<file path="config.mk">
export PLATFORM = sky130hd
export DESIGN_NAME = response_collector_flat
export DESIGN_NICKNAME = d
export VERILOG_FILES = /design/src/rtl/tswitch_pkg.sv /design/src/rtl/response_collector_if.sv /design/src/rtl/response_collector.sv /design/src/flat_wrapper.sv
export SDC_FILE = /design/constraint.sdc
export NUM_CORES = 1
export LEC_CHECK = 0
export ABC_AREA = 1
export CAP_MARGIN = 20
export CORE_MARGIN = 3
export CORE_UTILIZATION = 45
export CTS_CLUSTER_DIAMETER = 120
export CTS_CLUSTER_SIZE = 14
export DETAILED_ROUTE_END_ITERATION = 8
export MAX_ROUTING_LAYER = met4
export PLACE_DENSITY = 0.77
export SYNTH_ARGS = -nofsm -noshare
export SYNTH_HDL_FRONTEND = slang
export SYNTH_SLANG_ARGS = --single-unit
</file>
<file path="constraint.sdc">
create_clock -name clk -period 3.22 [get_ports clk]
set_input_delay 0.483 -clock clk [delete_from_list [all_inputs] [get_ports clk]]
set_output_delay 0.483 -clock clk [all_outputs]
set_load 0.02 [all_outputs]
</file>
<file path="src/rtl/tswitch_pkg.sv">
// Shared switch constants for the reduction datapath.
package tswitch_pkg;

  localparam int unsigned DATA_WIDTH = 16;
  localparam int unsigned TAG_WIDTH  = 8;

endpackage

</file>
<file path="src/rtl/response_collector_if.sv">
// Start, per-port response and value-stream handshakes of the response collector.
interface response_collector_if #(
  parameter int unsigned NUM_PORTS = 4
);

  localparam int unsigned DATA_W    = tswitch_pkg::DATA_WIDTH;
  localparam int unsigned TAG_W     = tswitch_pkg::TAG_WIDTH;
  localparam int unsigned PORT_BITS = (NUM_PORTS > 1) ? $clog2(NUM_PORTS) : 1;

  logic                          start_valid;
  logic [TAG_W-1:0]              start_tag;
  logic [NUM_PORTS-1:0]          start_mask;
  logic [PORT_BITS-1:0]          start_src_port;
  logic                          start_ready;

  logic [NUM_PORTS-1:0]          resp_valid;
  logic [NUM_PORTS*DATA_W-1:0]   resp_data;
  logic [NUM_PORTS*TAG_W-1:0]    resp_tag;
  logic [NUM_PORTS-1:0]          resp_ready;

  logic                          value_valid;
  logic [DATA_W-1:0]             value_data;
  logic [TAG_W-1:0]              value_tag;
  logic                          value_last;
  logic [PORT_BITS-1:0]          value_src_port;
  logic                          value_ready;

  // Collector side
  modport master (
    input  start_valid, start_tag, start_mask, start_src_port,
    input  resp_valid, resp_data, resp_tag,
    input  value_ready,
    output start_ready, resp_ready,
    output value_valid, value_data, value_tag, value_last, value_src_port
  );

  // Requester / responders / reduction engine side
  modport slave (
    output start_valid, start_tag, start_mask, start_src_port,
    output resp_valid, resp_data, resp_tag,
    output value_ready,
    input  start_ready, resp_ready,
    input  value_valid, value_data, value_tag, value_last, value_src_port
  );

endinterface

</file>
<file path="src/rtl/response_collector.sv">
// Gathers one BF16 response per participating port for a single reduction tag,
// then streams the buffered values lowest port first to the reduction engine.
module response_collector #(
  parameter int unsigned NUM_PORTS = 4
) (
  input  logic                  clk,
  input  logic                  rst_n,
  response_collector_if.master  bus,
  output logic                  busy,
  output logic                  err_pulse
);

  localparam int unsigned DATA_W    = tswitch_pkg::DATA_WIDTH;
  localparam int unsigned TAG_W     = tswitch_pkg::TAG_WIDTH;
  localparam int unsigned PORT_BITS = (NUM_PORTS > 1) ? $clog2(NUM_PORTS) : 1;

  typedef enum logic [1:0] {
    S_IDLE    = 2'd0,
    S_COLLECT = 2'd1,
    S_DRAIN   = 2'd2
  } state_t;

  state_t                            state;
  logic [TAG_W-1:0]                  tag_q;
  logic [NUM_PORTS-1:0]              mask_q;
  logic [NUM_PORTS-1:0]              received_q;
  logic [NUM_PORTS-1:0]              remaining_q;
  logic [PORT_BITS-1:0]              src_q;
  logic [NUM_PORTS-1:0][DATA_W-1:0]  data_buf;

  logic                              start_ready_q;
  logic [NUM_PORTS-1:0]              resp_ready_q;
  logic                              value_valid_q;
  logic [DATA_W-1:0]                 value_data_q;
  logic                              value_last_q;
  logic                              busy_q;
  logic                              err_q;

  logic [NUM_PORTS-1:0]              match_acc;
  logic [NUM_PORTS-1:0]              mism_acc;
  logic [NUM_PORTS-1:0]              recv_next;
  logic [NUM_PORTS-1:0][DATA_W-1:0]  buf_next;
  logic [PORT_BITS-1:0]              ptr;
  logic [NUM_PORTS-1:0]              rem_after;

  function automatic logic [PORT_BITS-1:0] lowest(input logic [NUM_PORTS-1:0] v);
    logic [PORT_BITS-1:0] r;
    r = '0;
    for (int i = NUM_PORTS - 1; i >= 0; i--) begin
      if (v[i]) r = PORT_BITS'(i);
    end
    return r;
  endfunction

  function automatic logic single_bit(input logic [NUM_PORTS-1:0] v);
    return (v != '0) && ((v & (v - NUM_PORTS'(1))) == '0);
  endfunction

  // Classify this cycle's accepted responses and preview the buffer after the write
  always_comb begin
    match_acc = '0;
    mism_acc  = '0;
    buf_next  = data_buf;
    for (int p = 0; p < int'(NUM_PORTS); p++) begin
      if ((state == S_COLLECT) && bus.resp_valid[p] && resp_ready_q[p]) begin
        if (bus.resp_tag[p*TAG_W +: TAG_W] == tag_q) begin
          match_acc[p] = 1'b1;
          buf_next[p]  = bus.resp_data[p*DATA_W +: DATA_W];
        end else begin
          mism_acc[p] = 1'b1;
        end
      end
    end
    recv_next = received_q | match_acc;
    ptr       = lowest(remaining_q);
    rem_after = remaining_q & ~(NUM_PORTS'(1) << ptr);
  end

  // Control FSM with registered handshake outputs
  always_ff @(posedge clk or negedge rst_n) begin
    if (!rst_n) begin
      state         <= S_IDLE;
      tag_q         <= '0;
      mask_q        <= '0;
      received_q    <= '0;
      remaining_q   <= '0;
      src_q         <= '0;
      data_buf      <= '0;
      start_ready_q <= 1'b1;
      resp_ready_q  <= '0;
      value_valid_q <= 1'b0;
      value_data_q  <= '0;
      value_last_q  <= 1'b0;
      busy_q        <= 1'b0;
      err_q         <= 1'b0;
    end else begin
      err_q <= 1'b0;
      case (state)
        S_IDLE: begin
          if (bus.start_valid) begin
            tag_q      <= bus.start_tag;
            mask_q     <= bus.start_mask;
            src_q      <= bus.start_src_port;
            received_q <= '0;
            if (bus.start_mask != '0) begin
              state         <= S_COLLECT;
              start_ready_q <= 1'b0;
              busy_q        <= 1'b1;
              resp_ready_q  <= bus.start_mask;
            end else begin
              err_q <= 1'b1;
            end
          end
        end

        S_COLLECT: begin
          data_buf   <= buf_next;
          received_q <= recv_next;
          if (mism_acc != '0) err_q <= 1'b1;
          // Mismatched responses leave their port open for a retry
          if (recv_next == mask_q) begin
            state         <= S_DRAIN;
            resp_ready_q  <= '0;
            remaining_q   <= mask_q;
            value_valid_q <= 1'b1;
            value_data_q  <= buf_next[lowest(mask_q)];
            value_last_q  <= single_bit(mask_q);
          end else begin
            resp_ready_q <= mask_q & ~recv_next;
          end
        end

        S_DRAIN: begin
          if (bus.value_ready) begin
            remaining_q <= rem_after;
            if (rem_after == '0) begin
              state         <= S_IDLE;
              value_valid_q <= 1'b0;
              value_last_q  <= 1'b0;
              start_ready_q <= 1'b1;
              busy_q        <= 1'b0;
            end else begin
              value_data_q <= data_buf[lowest(rem_after)];
              value_last_q <= single_bit(rem_after);
            end
          end
        end

        default: begin
          state         <= S_IDLE;
          start_ready_q <= 1'b1;
          resp_ready_q  <= '0;
          value_valid_q <= 1'b0;
          value_last_q  <= 1'b0;
          busy_q        <= 1'b0;
        end
      endcase
    end
  end

  assign bus.start_ready    = start_ready_q;
  assign bus.resp_ready     = resp_ready_q;
  assign bus.value_valid    = value_valid_q;
  assign bus.value_data     = value_data_q;
  assign bus.value_tag      = tag_q;
  assign bus.value_last     = value_last_q;
  assign bus.value_src_port = src_q;
  assign busy               = busy_q;
  assign err_pulse          = err_q;

endmodule

</file>
<file path="src/flat_wrapper.sv">
// flat-port wrapper written by rule: the top's interface ports become plain ports
module response_collector_flat 
#(
  parameter int unsigned NUM_PORTS = 4
)
  (clk, rst_n, busy, err_pulse, bus_start_valid, bus_start_tag, bus_start_mask, bus_start_src_port, bus_resp_valid, bus_resp_data, bus_resp_tag, bus_value_ready, bus_start_ready, bus_resp_ready, bus_value_valid, bus_value_data, bus_value_tag, bus_value_last, bus_value_src_port);
  response_collector_if #(.NUM_PORTS(NUM_PORTS)) bus_i ();
  input  logic clk;
  input  logic rst_n;
  output logic busy;
  output logic err_pulse;
  input wire logic [$bits(bus_i.start_valid)-1:0] bus_start_valid;
  input wire logic [$bits(bus_i.start_tag)-1:0] bus_start_tag;
  input wire logic [$bits(bus_i.start_mask)-1:0] bus_start_mask;
  input wire logic [$bits(bus_i.start_src_port)-1:0] bus_start_src_port;
  input wire logic [$bits(bus_i.resp_valid)-1:0] bus_resp_valid;
  input wire logic [$bits(bus_i.resp_data)-1:0] bus_resp_data;
  input wire logic [$bits(bus_i.resp_tag)-1:0] bus_resp_tag;
  input wire logic [$bits(bus_i.value_ready)-1:0] bus_value_ready;
  output wire logic [$bits(bus_i.start_ready)-1:0] bus_start_ready;
  output wire logic [$bits(bus_i.resp_ready)-1:0] bus_resp_ready;
  output wire logic [$bits(bus_i.value_valid)-1:0] bus_value_valid;
  output wire logic [$bits(bus_i.value_data)-1:0] bus_value_data;
  output wire logic [$bits(bus_i.value_tag)-1:0] bus_value_tag;
  output wire logic [$bits(bus_i.value_last)-1:0] bus_value_last;
  output wire logic [$bits(bus_i.value_src_port)-1:0] bus_value_src_port;
  assign bus_i.start_valid = bus_start_valid;
  assign bus_i.start_tag = bus_start_tag;
  assign bus_i.start_mask = bus_start_mask;
  assign bus_i.start_src_port = bus_start_src_port;
  assign bus_i.resp_valid = bus_resp_valid;
  assign bus_i.resp_data = bus_resp_data;
  assign bus_i.resp_tag = bus_resp_tag;
  assign bus_i.value_ready = bus_value_ready;
  assign bus_start_ready = bus_i.start_ready;
  assign bus_resp_ready = bus_i.resp_ready;
  assign bus_value_valid = bus_i.value_valid;
  assign bus_value_data = bus_i.value_data;
  assign bus_value_tag = bus_i.value_tag;
  assign bus_value_last = bus_i.value_last;
  assign bus_value_src_port = bus_i.value_src_port;
  response_collector #(.NUM_PORTS(NUM_PORTS)) u_core (.clk(clk), .rst_n(rst_n), .bus(bus_i), .busy(busy), .err_pulse(err_pulse));
endmodule
</file>
Word level (Yosys, flattened, before mapping)
Cells that the tools add are included.
{ "classes": {"n_addsub": 2, "magnitude_cmp": 2, "eq_ne": 13, "n_shift": 1, "n_mux": 84, "bitwise_logic": 10, "reduce_logical": 29} }
{ "ops": {"columns": ["cell", "count"], "rows": [
  ["two-way mux 16 bit", 13],
  ["binary-select mux 16 bit (select 2 bit)", 2],
  ["two-way mux 2 bit", 22],
  ["equality test 8 bit", 4],
  ["case mux 16 bit (2 select lines)", 1],
  ["two-way mux 1 bit", 31],
  ["two-way mux 4 bit", 6],
  ["bitwise AND 4 bit", 4],
  ["case mux 4 bit (2 select lines)", 2],
  ["nonzero test 4 bit", 4],
  ["logical NOT 4 bit", 3],
  ["case mux 1 bit (3 select lines)", 4],
  ["case mux 4 bit (3 select lines)", 1],
  ["logical AND 1 bit", 10],
  ["AND reduction 5 bit", 2],
  ["AND reduction 3 bit", 3],
  ["!= test 2 bit (second input constant)", 4],
  ["NOT 4 bit", 2],
  ["AND reduction 4 bit", 2],
  ["subtractor 4 x 1 -> 4 bit (second input constant)", 2],
  ["less-than comparator 2 x 3 -> 1 bit (second input constant)", 2],
  ["case mux 2 bit (3 select lines)", 1],
  ["equality test 4 bit", 1],
  ["!= test 2 x 1 -> 1 bit (second input constant)", 2],
  ["other kinds (9)", 13]
]} }
{ "word_totals": {"regBits": 113, "input_bits": 118, "output_inout_bits": 35, "wordCells": 158} }

Longest topological paths before layout
Gate-level depths: netlist of the first run.
{ "logic_depth": {"ltp_word": 19, "depth_mapped": 23, "mapped_depth_nobuf": 20} }

Worst setup path before layout of the first run
No wires, ideal clock.
{ "synth_timing": {"path_kind": "register -> register", "startpoint": "reg u_core.state[1]", "endpoint": "reg u_core.value_data_q[13] (netlist: u_core.bus.value_data[13])", "setup_ns": 0.066, "t_arrival_ns": 2.881, "required_time_ns": 3.154, "path_slack_ns": 0.274, "stages_incl_launch_ff": 22, "n_path_buf": 4, "synth_period_minus_slack_ns": 2.946, "cell_sequence": "dfrtp_1 -> inv_1 -> ha_1 -> buf_4 -> and3_1 -> buf_2 -> nand3_2 -> buf_6 -> nand2_1 -> inv_1 -> ha_1 -> nand4_1 -> nand2_1 -> nand2_1 -> a21oi_4 -> o21ai_4 -> inv_2 -> buf_4 -> nand2_1 -> inv_2 -> nand2_1 -> nand2_1"} }
{ "synth_via": {"elab_chain_len": 8, "word_cells_on_any_way": 29, "cone_classes": "eq/ne: 6; mux: 12; bitwise: 1; reduce/logical: 10"} }
{ "synth_rtl": {"columns": ["item", "line", "rtl"], "rows": [
  ["from (decl)", "response_collector.sv:23", "state_t state;"],
  ["from (signal assigned)", "response_collector.sv:82", "state <= S_IDLE;"],
  ["from (signal assigned)", "response_collector.sv:106", "state <= S_COLLECT;"],
  ["from (signal assigned)", "response_collector.sv:122", "state <= S_DRAIN;"],
  ["equality test 2 x 1 -> 1 bit", "response_collector.sv:65, response_collector.sv:98", null],
  ["logical AND 1 bit (2 in series)", "response_collector.sv:65", "if ((state == S_COLLECT) && bus.resp_valid[p] && resp_ready_q[p]) begin"],
  ["two-way mux 1 bit / two-way mux 16 bit (equally long branches)", "response_collector.sv:65", null],
  ["OR 4 bit / binary-select mux 16 bit (select 2 bit) (equally long branches)", "response_collector.sv:74, response_collector.sv:126", null],
  ["equality test 4 bit / two-way mux 16 bit (equally long branches)", "response_collector.sv:121, response_collector.sv:126", null],
  ["!= test 2 bit (no line) / two-way mux 16 bit (equally long branches)", null, null],
  ["AND reduction 4 bit (no line) / case mux 16 bit (2 select lines) (equally long branches)", null, null],
  ["to (signal assigned)", "response_collector.sv:126", "value_data_q <= buf_next[lowest(mask_q)];"],
  ["to (signal assigned)", "response_collector.sv:143", "value_data_q <= data_buf[lowest(rem_after)];"],
  ["to (decl)", "response_collector.sv:34", "logic [DATA_W-1:0] value_data_q;"]
]} }
Several ways; a longest one is shown, not always the timed one. The select of a mux whose other input is x is not followed.
A chain may end at the register's enable or synchronous reset.

Final worst setup path of the first run
{ "layout_timing": {"startpoint": "reg u_core.state[1]", "endpoint": "reg u_core.value_data_q[10] (netlist: u_core.bus.value_data[10])"} }
The elaborated chain is that of the path after synthesis.

==> impl_metrics.toml, run 1 <==
[logic_synthesis]
synth_seq_area_share_pct = 39.1
synthSimpleGateAreaFrac_pct = 41.4
synth_adder_area_share_pct = 1.38
yosys.area.top_type_share_pct = 38.7
muxShareOfSynthArea_pct = 0.934
syn_nets = 1150
synth-seq-cells = 113
avgSynthCellArea_um2 = 7.07
synth_top_area_cell = "dfrtp_1"
synth_top_family_by_area = "simple AND/OR/NAND/NOR gates"
synthesis.area_um2 = 7240
synthXorXnorAreaFrac_pct = 0.484
synth_area_leaders = "dfrtp_1 (39%), nand2_1 (18%), nand3_1 (11%), nand3_2 (5.1%), inv_1 (4.4%)"
synth_compound_area_share_pct = 7.59
netlist_instances = 1024
yosysWarningCount = 0
yosysUniqueCellTypes = 38

[timing]
fmax_ghz = 0.348
fin_crit_sh_pct = 89.2
rsz0062_at_grt = "false"
hold_viol = 0
min_period_ns = 2.87
finalSetupTns_ns = 0
fin_skew_ns = 0.00906
slew_headroom_pct = 41.3
setup_viol = 0
whs_ns = 0.0677
tightest_slew_ns = 0.878
drv_slew = 0

[route]
wl_met2_um = 10700
drt-initial-drc-count = 606
drc = 0
vias = 7551
met1Wirelength_um = 9690
dr_wl_met3_um = 1930
drt-pass1-iter-count = 5
drt_wl_total_um = 23200
vias_per_cell = 5.39
wire_per_inst_um = 16.5
routed.top_layer = "met4"
ant_nets = 0

[run_status]
status = "completed"

[die]
io_pins = 153
rows = 45
die_y_um = 133
die-area_um2 = 17600
initial_core_util_pct = 46.7
die_w_um = 133
core_um2 = 15500

[final_layout]
drive_gt1_share_pct = 12.2
fin_area_um2 = 9520
syn_to_final_growth_pct = 31.5
stdcell_count = 1401
fin_nets = 1304
n_antenna_cell = 0

[power_and_ir_drop]
power_mw = 8.27
powerDensity_nw_per_um2 = 868
ir_drop_v = 0.000556
p_leak_nw = 4.99

[cts]
cts_buffer_depth = 2
cts-resized-gates = 0
postCtsSetupBuffers = 0
clkTransAtPathRegs_ns = 0.06
htree_levels = 4
cts_inserted_buffers = 17
cts_tree = "done"
clock_latency_ns = 0.42
ctsRootBufferMaster = "clkbuf_16"
cts_hold_buf = 0
cts_sinks = 113

[placement]
dpl-instance-area_um2 = 8950
globalplace.congestion = 0.933
hpwl_um = 16400
dp.cells = 1370
port_buffers = 152

[global_route]
grt_pass1_vias = 7349
grt_pass1_wl_um = 37200
grt.overflow.total = 0
grt_max_degree = 49
grtUsageTotal_pct = 27.3
antenna_found_initial = 0

[hold_path]
hold_path_class = "input pin to async pin"

[critical_path]
slowest_delay_ns = 0.37
cp-start-kind = "flop"
crit_type = "flop to flop"
cp_cell_sequence = "inv_1 > ha_1 > buf_4 > and3_1 > nand3_2 > nand2_1 > inv_1 > ha_1 > nand4_1 > nand2_1 > nand2_1 > a21oi_4 > o21ai_4 > inv_2 > nand2_1 > inv_1 > nand2_1 > nand2_1"
cpMostUsedCell = "nand2_1"
critPathArrivalTime_ns = 3.23
path_max_fanout = 16
endpoint_kind = "flop"
cp.required_ns = 3.58
cp_slowest_cell = "dfrtp_1"

[flow_run]
drv_cap = 0
==> stage by stage <==
| step | utilization, % | setup WS, ns |
|---|---|---|
| 6_report | 61.5 | 0.347 |
| 5_1_grt | 61.5 | 0.0452 |
| 4_1_cts | 61.5 | 0.379 |
| 3_5_place_dp | 57.8 | 0.0496 |
| 3_3_place_gp | 57.8 | 0.111 |
| 2_1_floorplan | - | 0.274 |
==> layout by cell type (no fill, tap or decap), types with 20 or more instances in the layout <==
cell type	n
nor2_1	81
o21ai_0	52
inv_2	20
nand3_2	37
inv_1	84
clkdlybuf4s50_1	151
dfrtp_1	112
nand3_1	153
nand2_1	347
buf_4	23
==> path summary, 6_finish.rpt <==
kind | cells past startpoint | startpoint | end | slack [ns]
setup reg to reg | 18 | u_core.state[1] | u_core.bus.value_data[10] | 0.35
min in group clk | 2 | u_core.bus.value_data[10] | u_core.bus.value_data[10] | 0.48
hold / removal | 1 | rst_n | u_core.data_buf[62] | 0.07
max in group asynchronous | 2 | rst_n | u_core.bus.start_ready | 2.32
hold reg to reg | 2 | u_core.bus.value_data[10] | u_core.bus.value_data[10] | 0.48
setup / recovery | 18 | u_core.state[1] | u_core.bus.value_data[10] | 0.35
==> flip-flops by register name (all words and copies together), names as in the netlist <==
| name | cells |
|---|---|
| u_core.data_buf | 64 |
| u_core.err_pulse | 1 |
| u_core.received_q | 4 |
| u_core.bus.resp_ready | 4 |
| u_core.bus.value_data | 16 |
| u_core.state | 2 |
| u_core.bus.value_src_port | 2 |
| u_core.remaining_q | 4 |
| u_core.bus.value_valid | 1 |
| u_core.busy | 1 |
| u_core.bus.start_ready | 1 |
| u_core.mask_q | 4 |
| u_core.bus.value_tag | 8 |
| u_core.bus.value_last | 1 |
==> metal layers <==
metal / track usage, % / vias up
met4: 11.8 / 0
met1: 34.5 / 3493
li1: - / 3607
met5: - / -
met2: 42.2 / 393
met3: 6.31 / 58
==> critical path, delay by kind of cell, from the launching register on <==
| family | cells | cell delay [ns] |
|---|---|---|
| adder cells (fa/ha/maj) | 2 | 0.46 |
| AO/OA/AOI/OAI | 2 | 0.27 |
| AND/OR/NAND/NOR | 9 | 1.04 |
| flip-flops | 1 | 0.37 |
| buffers and inverters | 5 | 0.65 |
==> area by class of cell <==
class,instances,area (um2)
Tap cell,211,264
Fill cell,1371,5970
Timing Repair Buffer,175,1700
Inverter,106,398
Clock buffer,26,519
Multi-Input combinational cell,765,3750
Sequential cell,113,2830
Clock inverter,5,50.0
==> cells in the mapped netlist (all sizes together) <==
master    n
clkbuf   12
dfrtp   112
buf      28
a21oi    18
o21a      1
xnor2     4
nor4      1
inv     104
clkinv    2
and3      1
nand3   190
dfstp     1
nand4     7
o32ai     1
o21ai    55
nand2   358
mux2      6
ha        8
o211ai   18
o22ai     1
nor3      1
nor2     94
or2       1
==> report_power, final <==
| group | internal (mW) | switching [mW] | total, mW |
|---|---|---|---|
| registers | 1.75 | 0.309 | 2.06 |
| logic | 1.64 | 2.74 | 4.39 |
| clock network | 1.17 | 0.650 | 1.82 |
| total | 4.56 | 3.70 | 8.27 |
==> cell families after synthesis <==
family,Yosys count
xor+xnor,4
simple gates,653
mux,6
compound gates,94
flops,113
buf+inv,146
fa+ha+maj,8
Note: power is estimated with default switching activity, not from simulation.
==> inputs of run 2 (changes only) <==
GPL_ROUTABILITY_DRIVEN = 0   (was not set)
==> run 2 against run 1 <==
Clock skew is 0.0034 ns lower; register-to-register slack about the same; global-route usage decreased by 0.11 points; sequential power about the same; maximum frequency fell by 0.19%; sequential cell count is the same; final cell count fell by 0.14%; critical endpoint is now u_core.bus.value_data[7].
==> impl_metrics.toml, run 2 (same netlist as run 1, synthesis figures left out) <==
[critical_path]
path_max_fanout = 16
critPathArrivalTime_ns = 3.23
cpMostUsedCell = "nand2_1"
cp-start-kind = "flop"
crit_family = "simple AND/OR/NAND/NOR gates"
critPathBufInv = 5
cp_cell_sequence = "inv_1 > ha_1 > inv_2 > nor2_2 > nand3_2 > nand2_1 > inv_1 > ha_1 > nand4_1 > nand2_1 > nand2_1 > a21oi_4 > o21ai_4 > inv_2 > nand2_1 > inv_1 > nand2_1 > nand2_1"
cp.required_ns = 3.57
slowest_delay_ns = 0.37
cp_slowest_cell = "dfrtp_1"
endpoint_kind = "flop"
crit_type = "flop to flop"

[flow_run]
drv_cap = 0

[final_layout]
top_register = "u_core.data_buf"
fillers = 1407
fin_area_um2 = 9500
largest_reg_flops = 64
syn_to_final_growth_pct = 31.3
fin_nets = 1301
final_common_cell = "nand2_1"
fin_util_pct = 61.4
n_antenna_cell = 0
layout_common_cells = "nand2_1 (347), nand3_1 (153), clkdlybuf4s50_1 (151), dfrtp_1 (112), inv_1 (84)"
drive_gt1_share_pct = 11.8

[cts]
cts_tree = "done"
cts_inserted_buffers = 17
clock_latency_ns = 0.42
cts_buffer_depth = 2
cts_sinks = 113
cts_hold_buf = 0
htree_levels = 4
cts-resized-gates = 0
clkTransAtPathRegs_ns = 0.05
ctsRootBufferMaster = "clkbuf_16"
postCtsSetupBuffers = 0

[global_route]
grt.overflow.total = 0
grt_max_degree = 62
antenna_found_initial = 0
grtUsageTotal_pct = 27.2
grt_pass1_vias = 7321
grt_pass1_wl_um = 37000

[hold_path]
hold_path_class = "input pin to async pin"

[route]
wire_per_inst_um = 16.2
drt_wl_total_um = 22700
vias = 7439
drt-initial-drc-count = 602
ant_nets = 0
vias_per_cell = 5.32
drt-pass1-iter-count = 5
drc = 0

[timing]
fmax_ghz = 0.347
rsz0062_at_grt = "false"
finalSetupTns_ns = 0
whs_ns = 0.109
tightest_slew_ns = 0.851
slew_headroom_pct = 43.1
drv_slew = 0
hold_viol = 0
fin_crit_sh_pct = 89.4
fin_skew_ns = 0.00570
setup_viol = 0
min_period_ns = 2.88

[die]
die_y_um = 133
core_um2 = 15500
die_w_um = 133
die-area_um2 = 17600
io_pins = 153
rows = 45
initial_core_util_pct = 46.7

[run_status]
status = "completed"

[placement]
hpwl_um = 15900
dpl-instance-area_um2 = 8930
port_buffers = 152

[power_and_ir_drop]
p_leak_nw = 4.97
ir_drop_v = 0.000534
powerDensity_nw_per_um2 = 870
[run 2: cell types whose count changed in the layout (fill, tap and decap cells not counted)]
cell	previous run	this run
bufinv_16	1	2
clkbuf_8	6	4
buf_4	23	20
clkinv_2	4	3
clkbuf_1	3	6
[run 2: report_power, final]
group	internal, mW	total (mW)	switching (mW)
clock	1.22	1.86	0.642
combinational	1.62	4.36	2.74
sequential	1.75	2.05	0.301
total	4.59	8.26	3.68
[run 2: worst reg2reg max path: cells and delay by family, from the launching register on]
| family | cells | cell delay, ns |
|---|---|---|
| fa+ha+maj | 2 | 0.50 |
| buf+inv | 5 | 0.64 |
| flops | 1 | 0.37 |
| simple gates | 9 | 1.03 |
| compound gates | 2 | 0.27 |
[run 2: cell type report]
class / count / area, um2 / area share [%]
well taps: 211 / 264 / 2.78
repair buffers: 172 / 1680 / 17.7
inverters: 106 / 398 / 4.19
multi-input cells: 765 / 3750 / 39.5
flip-flops and latches: 113 / 2830 / 29.8
clock buffers: 27 / 503 / 5.29
clock inverters: 5 / 75.1 / 0.790
[run 2: path summary, 6_finish.rpt]
path                                           start                   endpoint  slack [ns]  depth (start not counted)
max                                  u_core.state[1]   u_core.bus.value_data[7]        0.34                         18
max reg2reg                          u_core.state[1]   u_core.bus.value_data[7]        0.34                         18
min reg2reg                u_core.bus.value_data[10]  u_core.bus.value_data[10]        0.48                          2
min                                            rst_n        u_core.data_buf[63]        0.11                          1
max in group asynchronous                      rst_n     u_core.bus.start_ready        2.29                          2
min in group clk           u_core.bus.value_data[10]  u_core.bus.value_data[10]        0.48                          2
[run 2: per-layer routing]
| layer | share of wire, % | global-route usage (%) |
|---|---|---|
| met1 | 41 | 33.9 |
| met4 | 3.4 | 12.1 |
| met2 | 47 | 42.4 |
| met5 | 0 | - |
| met3 | 8.5 | 6.20 |
[run 2: stage by stage]
step	total power, mW	std cells	worst slack (ns)
floorplan	4.94	1024	0.274
global placement	6.29	1367	0.116
detailed placement	6.34	1367	0.0661
CTS	8.26	1399	0.376
global route	8.90	1399	0.0866
finish	8.26	1399	0.342
